[config.mk]
export PLATFORM = sky130hd
export DESIGN_NAME = fp32_to_fp16_converter
export DESIGN_NICKNAME = d
export VERILOG_FILES = /design/src/rtl/fp32_to_fp16_converter.sv
export SDC_FILE = /design/constraint.sdc
export NUM_CORES = 1
export LEC_CHECK = 0
export ABC_AREA = 1
export CAP_MARGIN = 5
export CORE_MARGIN = 10
export CORE_UTILIZATION = 40
export DETAILED_ROUTE_END_ITERATION = 8
export SYNTH_ARGS = -nofsm -noshare
export SYNTH_HDL_FRONTEND = slang
export SYNTH_SLANG_ARGS = --single-unit
[constraint.sdc]
create_clock -name clock -period 2.68 [get_ports clock]
set_clock_uncertainty 0.15 [all_clocks]
set_input_delay 0.804 -clock clock [delete_from_list [all_inputs] [get_ports clock]]
set_output_delay 0.804 -clock clock [all_outputs]
set_load 0.05 [all_outputs]
[src/rtl/fp32_to_fp16_converter.sv]
// FP32 -> FP16 narrowing converter: 3-stage valid/ready pipeline, round-to-nearest-even.
// Define FP16_SUBNORMAL_EN to produce FP16 subnormals; otherwise tiny results flush to signed zero.
module fp32_to_fp16_converter #(
  parameter logic SAT_ON_OVF = 1'b0
) (
  input  logic        clock,
  input  logic        resetn,
  input  logic        in_valid,
  output logic        in_ready,
  input  logic [31:0] in_data,
  output logic        out_valid,
  input  logic        out_ready,
  output logic [15:0] out_data,
  output logic        out_ovf,
  output logic        out_unf,
  output logic        out_inexact
);

  typedef enum logic [2:0] {
    K_ZERO = 3'd0,
    K_NORM = 3'd1,
    K_TINY = 3'd2,
    K_OVF  = 3'd3,
    K_INF  = 3'd4,
    K_NAN  = 3'd5
  } kind_e;

  logic        stall_s;
  logic        s1_valid_q, s1_sign_q;
  kind_e       s1_kind_q, s1_kind_d;
  logic [4:0]  s1_elo_q;
  logic [22:0] s1_frac_q;
  logic signed [8:0] eh_s;

  logic        s2_valid_q, s2_sign_q;
  kind_e       s2_kind_q;
  logic [4:0]  s2_exp_q, s2_exp_d;
  logic [9:0]  s2_mant_q, s2_mant_d;
  logic        s2_g_q, s2_g_d, s2_st_q, s2_st_d, s2_rnd_q, s2_rnd_d;
  logic        s2_unf_q, s2_unf_d, s2_inx_q, s2_inx_d;

  logic        out_valid_q;
  logic [15:0] out_data_q, out_data_d;
  logic        out_ovf_q, out_ovf_d, out_unf_q, out_unf_d, out_inx_q, out_inx_d;
  logic        rnd_up_s, lost_s, ovf_s;
  logic [14:0] rounded_s;

`ifdef FP16_SUBNORMAL_EN
  logic signed [9:0] sh_full_s;
  logic [4:0]  s1_sh_d, s1_sh_q;
  logic [34:0] tiny_shift_s;
`endif

  assign stall_s     = out_valid_q & ~out_ready;
  assign in_ready    = ~stall_s;
  assign out_valid   = out_valid_q;
  assign out_data    = out_data_q;
  assign out_ovf     = out_ovf_q;
  assign out_unf     = out_unf_q;
  assign out_inexact = out_inx_q;

  // S1: classify the incoming operand by its rebiased exponent
  always_comb begin
    eh_s      = $signed({1'b0, in_data[30:23]}) - 9'sd112;
    s1_kind_d = K_NORM;
    if (in_data[30:23] == 8'hFF) begin
      if (|in_data[22:0]) begin
        s1_kind_d = K_NAN;
      end else begin
        s1_kind_d = K_INF;
      end
    end else if (in_data[30:23] == 8'h00) begin
      s1_kind_d = K_ZERO;
    end else if (eh_s >= 9'sd31) begin
      s1_kind_d = K_OVF;
    end else if (eh_s >= 9'sd1) begin
      s1_kind_d = K_NORM;
    end else begin
      s1_kind_d = K_TINY;
    end
  end

  // S1 register
  always_ff @(posedge clock) begin
    if (!resetn) begin
      s1_valid_q <= 1'b0;
      s1_sign_q  <= 1'b0;
      s1_kind_q  <= K_ZERO;
      s1_elo_q   <= 5'h00;
      s1_frac_q  <= 23'h000000;
    end else if (!stall_s) begin
      s1_valid_q <= in_valid;
      s1_sign_q  <= in_data[31];
      s1_kind_q  <= s1_kind_d;
      s1_elo_q   <= in_data[27:23];
      s1_frac_q  <= in_data[22:0];
    end
  end

`ifdef FP16_SUBNORMAL_EN
  // Subnormal shift distance, clamped so everything below half an ulp lands in sticky
  always_comb begin
    sh_full_s = 10'sd126 - $signed({2'b00, in_data[30:23]});
    if (sh_full_s > 10'sd25) begin
      s1_sh_d = 5'd25;
    end else begin
      s1_sh_d = sh_full_s[4:0];
    end
  end

  // S1 shift-amount register
  always_ff @(posedge clock) begin
    if (!resetn) begin
      s1_sh_q <= 5'd0;
    end else if (!stall_s) begin
      s1_sh_q <= s1_sh_d;
    end
  end

  // Tiny inputs have a shift of at least 14, so the 10-bit result fits in [34:25]
  assign tiny_shift_s = 35'({1'b1, s1_frac_q, 25'h0000000} >> s1_sh_q);
`endif

  // S2: rebias and align into {exp, mant} plus guard/sticky
  always_comb begin
    s2_exp_d  = 5'h00;
    s2_mant_d = 10'h000;
    s2_g_d    = 1'b0;
    s2_st_d   = 1'b0;
    s2_rnd_d  = 1'b0;
    s2_unf_d  = 1'b0;
    s2_inx_d  = 1'b0;
    case (s1_kind_q)
      K_NAN: begin
        s2_exp_d  = 5'h1F;
        s2_mant_d = 10'h200;
      end
      K_INF: begin
        s2_exp_d = 5'h1F;
      end
      K_ZERO: begin
        s2_unf_d = |s1_frac_q;
        s2_inx_d = |s1_frac_q;
      end
      K_NORM: begin
        // e - 112 taken modulo 32 is exact for the normal range 1..30
        s2_exp_d  = s1_elo_q + 5'd16;
        s2_mant_d = s1_frac_q[22:13];
        s2_g_d    = s1_frac_q[12];
        s2_st_d   = |s1_frac_q[11:0];
        s2_rnd_d  = 1'b1;
      end
      K_TINY: begin
`ifdef FP16_SUBNORMAL_EN
        s2_mant_d = tiny_shift_s[34:25];
        s2_g_d    = tiny_shift_s[24];
        s2_st_d   = |tiny_shift_s[23:0];
        s2_rnd_d  = 1'b1;
`else
        s2_unf_d  = 1'b1;
        s2_inx_d  = 1'b1;
`endif
      end
      default: begin
        s2_exp_d = 5'h00;
      end
    endcase
  end

  // S2 register
  always_ff @(posedge clock) begin
    if (!resetn) begin
      s2_valid_q <= 1'b0;
      s2_sign_q  <= 1'b0;
      s2_kind_q  <= K_ZERO;
      s2_exp_q   <= 5'h00;
      s2_mant_q  <= 10'h000;
      s2_g_q     <= 1'b0;
      s2_st_q    <= 1'b0;
      s2_rnd_q   <= 1'b0;
      s2_unf_q   <= 1'b0;
      s2_inx_q   <= 1'b0;
    end else if (!stall_s) begin
      s2_valid_q <= s1_valid_q;
      s2_sign_q  <= s1_sign_q;
      s2_kind_q  <= s1_kind_q;
      s2_exp_q   <= s2_exp_d;
      s2_mant_q  <= s2_mant_d;
      s2_g_q     <= s2_g_d;
      s2_st_q    <= s2_st_d;
      s2_rnd_q   <= s2_rnd_d;
      s2_unf_q   <= s2_unf_d;
      s2_inx_q   <= s2_inx_d;
    end
  end

  // S3: RNE round; a mantissa carry ripples into the exponent field through the add
  always_comb begin
    rnd_up_s  = s2_rnd_q & s2_g_q & (s2_st_q | s2_mant_q[0]);
    rounded_s = {s2_exp_q, s2_mant_q} + {14'h0000, rnd_up_s};
    lost_s    = s2_rnd_q & (s2_g_q | s2_st_q);
    ovf_s     = (s2_kind_q == K_OVF) | (s2_rnd_q & (rounded_s[14:10] == 5'h1F));
    out_data_d = {s2_sign_q, rounded_s};
    out_ovf_d  = 1'b0;
    out_unf_d  = s2_unf_q | ((s2_kind_q == K_TINY) & lost_s);
    out_inx_d  = s2_inx_q | lost_s;
    if (ovf_s) begin
      out_data_d = SAT_ON_OVF ? {s2_sign_q, 5'h1E, 10'h3FF} : {s2_sign_q, 5'h1F, 10'h000};
      out_ovf_d  = 1'b1;
      out_unf_d  = 1'b0;
      out_inx_d  = 1'b1;
    end else begin
      out_ovf_d  = 1'b0;
    end
  end

  // Output register; contents only change when a valid result advances
  always_ff @(posedge clock) begin
    if (!resetn) begin
      out_valid_q <= 1'b0;
      out_data_q  <= 16'h0000;
      out_ovf_q   <= 1'b0;
      out_unf_q   <= 1'b0;
      out_inx_q   <= 1'b0;
    end else if (!stall_s) begin
      out_valid_q <= s2_valid_q;
      if (s2_valid_q) begin
        out_data_q <= out_data_d;
        out_ovf_q  <= out_ovf_d;
        out_unf_q  <= out_unf_d;
        out_inx_q  <= out_inx_d;
      end
    end
  end

endmodule

After elaboration in Yosys (flattened, before gate mapping)

Cells that the tools add are included.

Bitwise logic cells: 13
Order comparisons: 2
Reduce and logical (&&, ||, !) cells: 7
Muxes and demuxes: 15
Add/subtract/negate cells: 3
Eq/ne operators: 8

Operators with widths:

| kind                | number |
|---|---|
| $reduce_or 23->1    | 2 |
| $pmux 10 s2         | 1 |
| $add 15x1->15       | 1 |
| $mux 15             | 1 |
| $reduce_or 12->1    | 1 |
| $pmux 5 s2          | 1 |
| $eq 3x2->1 const B  | 3 |
| $ge 9x2->1 const B  | 1 |
| $ge 9x6->1 const B  | 1 |
| $sub 8x7->9 const B | 1 |
| $eq 8x8->1 const B  | 1 |
| $logic_not 8->1     | 1 |
| $mux 1              | 7 |
| $and 1x1->1         | 6 |
| $eq 3x3->1 const B  | 2 |
| $mux 2              | 3 |
| $add 5x5->5 const B | 1 |
| $eq 5x5->1 const B  | 1 |
| $or 1x1->1          | 5 |
| $eq 3x1->1 const B  | 1 |
| $logic_not 3->1     | 1 |
| $mux 3              | 1 |
| $not 1->1           | 2 |
| $pmux 1 s2          | 1 |
| other kinds (2)     | 2 |

Input port bits: 36
Logic and storage cells: 67
Register bits: 77
Output and inout bits: 21

Longest topological paths before layout

Depth in word-level cells: 7
Depth in mapped cells: 15

Least setup slack after synthesis

No wires, ideal clock.

Kind: input -> output
Start point: input out_ready
End point: output in_ready
Arrival: 1.577 ns
Path slack: 0.149 ns
Buffers on the path: 1
Cell stages on the path: 3
Path through: nor2_1 > inv_2 > clkbuf_1

Longest elaborated chain between the ends: 3

RTL lines:

| item                       | line | text |
|---|---|---|
| from (decl)                | 12   | `input logic out_ready,` |
| $not 1->1                  | 54   | `assign stall_s = out_valid_q & ~out_ready;` |
| $and 1x1->1                | 54   |  |
| $not 1->1 (no source line) | n/a  |  |
| to (decl)                  | 9    | `output logic in_ready,` |

Every way passes these cells.

Worst setup path in the final report

Same ends and word-level chain as after synthesis.

==> run metrics <==
outcome finished clean; Die Footprint between 0.01 and 0.015 mm^2; largest area contributor in the netlist dfxtp_1; vias per std cell roughly 5.0; first-pass GRT wire length between 10 and 15 mm; CP required around 1.7 ns; RePlAce Congestion 0.850; max_cap viols 0; DP Wirelength ~6.3 mm; Post CTS Setup Buffer Count 0; H-Tree Depth 3; syn avg cell area 7.12 um^2; Cells after Synth slightly below 500; Port-buffer cells between 50 and 60; Slew HR 0.659; FP Rows 33; top_reg_cell synth dfxtp_1; net switching power just over 0.0006 W; WP depth 4; Post-synth EDFFs 0; fmax 0.379 GHz; register area share after synthesis 0.447; Yosys reg bits 77; largest net degree at the start of global routing between 40 and 50; worst r2r src s2_rnd_q; setup violators final 0; Int Power 0.00168 W; clk slew on worst S/H paths 0.07 ns; Largest stage delay, worst path 0.50 ns; initial antenna violation count 0; final critical-path required period 2.64 ns; iteration-0 DRC count of the detailed router 187; Clk pwr share 0.331; DRT Pass-1 Iters 4; area delta synth->final 25.3%; core area 0.00830 mm^2; Die Span Y 113 um; crit end category output port; chip width 113 um; WL final 8.34 mm; CTS tree built; cts bufs inserted 9; synth top area cells dfxtp_1 45%, nor2_1 12%, nand2_1 8.4%; WP buf/inv 3; Min-Delay Path Class reg2reg; yosys warns 0; initial core utilization 0.415; vias in the first global route 3,195; Syn Nets 525; Num Clock Sinks 77; Synth cell types 34; Clock Path Buffers 2; Synth top area share 0.447; top cells by count, synth 106 x nor2_1, 77 x dfxtp_1, 77 x nand2_1; slowest library cell on the worst path clkdlybuf4s50_1; ys async rst share 0; vias 3,250; final net count 583; antenna-violating nets left 0; final hold viol count 0; DP Worst Slack 0.0306 ns; crit path launch type input port; P per Cell Area 534 mW/mm^2; clk root buf clkbuf_8; post-route setup slack 0.0424 ns; setup slack, reg-to-reg 0.34 ns; Fillers 838; WP data arrival 1.68 ns; mapped cell area approximately 0.0034 mm^2; period utilization 0.984; Max IR drop VDD ~280 uV; RSZ-0062 raised after global routing no; setup TNS 0 ns; # IOs 57; Overflow after GRT 0; crit path kind in2out; Sw Share 0.271; Max Slew Vio Count 0; most numerous cell in the Yosys netlist nor2_1; crit path to in_ready; Lkg Pwr around 1.8 nW; worst-path maximum fanout 6; Comb power frac 0.130; # DRC 0; CP startpoint out_ready; CP delay by family, top buffers and inverters; hold slack 0.312 ns; clock latency on the worst-skew pair around 0.35 ns; register share of total power 0.539; FF-to-FF path depth 12; share of layout cells above drive strength 1 0.0751; Antenna diodes 0; Avg WL per Cell 12.8 um; fin util 0.520; Total GRT Usage 0.134; R2R Path End out_data[6]; worst-margin pin slew 0.509 ns; worst path cell trace clkdlybuf4s50_1, nor2_4, inv_2, buf_4
-- worst register-to-register path, cell delays in order, from the launching register on --
cell and delay, ns:
dfxtp_1 0.42, o211a_1 0.19, ha_1 0.17, ha_1 0.22
nand3_1 0.10, nor2_1 0.20, nand3_1 0.10, nand2_1 0.07
nand2_1 0.08, nor2_1 0.20, nand2_4 0.15, nand3_1 0.11
a21oi_1 0.08
-- final cells by class --
| cell class | count | area [um^2] | share of cell area |
|---|---|---|---|
| Timing Repair Buffer | 68 | 648 | 0.150 |
| Inverter | 35 | 131 | 0.0304 |
| Clock buffer | 11 | 141 | 0.0328 |
| Tap cell | 105 | 131 | 0.0304 |
| Clock inverter | 4 | 25.0 | 0.00580 |
| Multi-Input combinational cell | 351 | 1700 | 0.393 |
| Sequential cell | 77 | 1540 | 0.357 |
-- power by group through the flow --
stage | registers [W] | clock network, W | logic, W
2_1_floorplan | 0.00130 | 0 | 0.000132
3_3_place_gp | 0.00127 | 0 | 0.000300
3_5_place_dp | 0.00127 | 0 | 0.000304
4_1_cts | 0.00124 | 0.000789 | 0.000305
5_1_grt | 0.00125 | 0.000826 | 0.000336
6_report | 0.00124 | 0.000764 | 0.000300
-- per-layer routing --
| metal | global-route usage | part of all wire | routed length, um |
|---|---|---|---|
| met1 | 0.159 | 0.46 | 3840 |
| met2 | 0.219 | 0.46 | 3850 |
| met3 | 0.0449 | 0.054 | 448 |
| met4 | 0.0491 | 0.024 | 203 |
| met5 | 0 | 0 | 0 |
-- sequential cells by signal, indices dropped and copies added (netlist names) --
name,cells
s1_frac_q,23
out_data,16
s2_mant_q,10
s1_elo_q,5
s2_exp_q,5
s1_kind_q,3
s2_kind_q,3
out_inexact,1
out_ovf,1
out_unf,1
out_valid,1
s1_sign_q,1
s1_valid_q,1
s2_g_q,1
s2_inx_q,1
s2_rnd_q,1
s2_sign_q,1
s2_st_q,1
s2_valid_q,1
-- how the worst min path moves through the flow --
| stage | from | endpoint | slack [ns] | cells after the start |
|---|---|---|---|---|
| after floorplan | s1_elo_q[4] | s1_elo_q[4] | 0.28 | 2 |
| after global placement | out_data[5] | out_data[5] | 0.30 | 2 |
| after detailed placement | out_data[5] | out_data[5] | 0.30 | 2 |
| after CTS | out_data[9] | out_data[9] | 0.32 | 2 |
| after global routing | out_data[9] | out_data[9] | 0.34 | 2 |
| final | out_data[9] | out_data[9] | 0.31 | 2 |
-- metrics by stage --
stage | std cells | area, um^2 | power [W]
after floorplan | 484 | 3450 | 0.00143
after global placement | 636 | 4150 | 0.00157
after detailed placement | 636 | 4150 | 0.00157
after CTS | 651 | 4310 | 0.00233
after global routing | 651 | 4320 | 0.00241
final | 651 | 4320 | 0.00231
-- timing repair --
item,CTS,global route
endpoints found under the setup margin,0,1
gates resized for setup,0,1
hold buffers,0,0
-- cell usage in the layout, fill, tap and decap left out, types with 3 or more instances in the layout --
| cell | instances |
|---|---|
| xor2_1 | 6 |
| clkdlybuf4s50_1 | 55 |
| ha_1 | 5 |
| o21ai_0 | 43 |
| nand4_1 | 11 |
| nor4_1 | 4 |
| nor3_1 | 6 |
| nand3_1 | 22 |
| clkbuf_8 | 10 |
| a21oi_1 | 43 |
| nor2_1 | 105 |
| inv_1 | 32 |
| nor2_4 | 3 |
| a221oi_1 | 4 |
| buf_4 | 13 |
| nand2_1 | 77 |
| nor2_2 | 3 |
| dfxtp_1 | 77 |
-- cells by family (layout without fill, tap and decap cells) --
| logic type | Yosys count | after routing | synth area share |
|---|---|---|---|
| and+or+nand+nor | 240 | 240 | 0.298 |
| AOI/OAI and AO/OA | 99 | 99 | 0.155 |
| DFF | 77 | 77 | 0.447 |
| buffers and inverters | 56 | 118 | 0.0635 |
| xor gates and xnor gates | 7 | 7 | 0.0178 |
| adders and majority gates | 5 | 5 | 0.0182 |
Note: power is estimated with default switching activity, not from simulation.
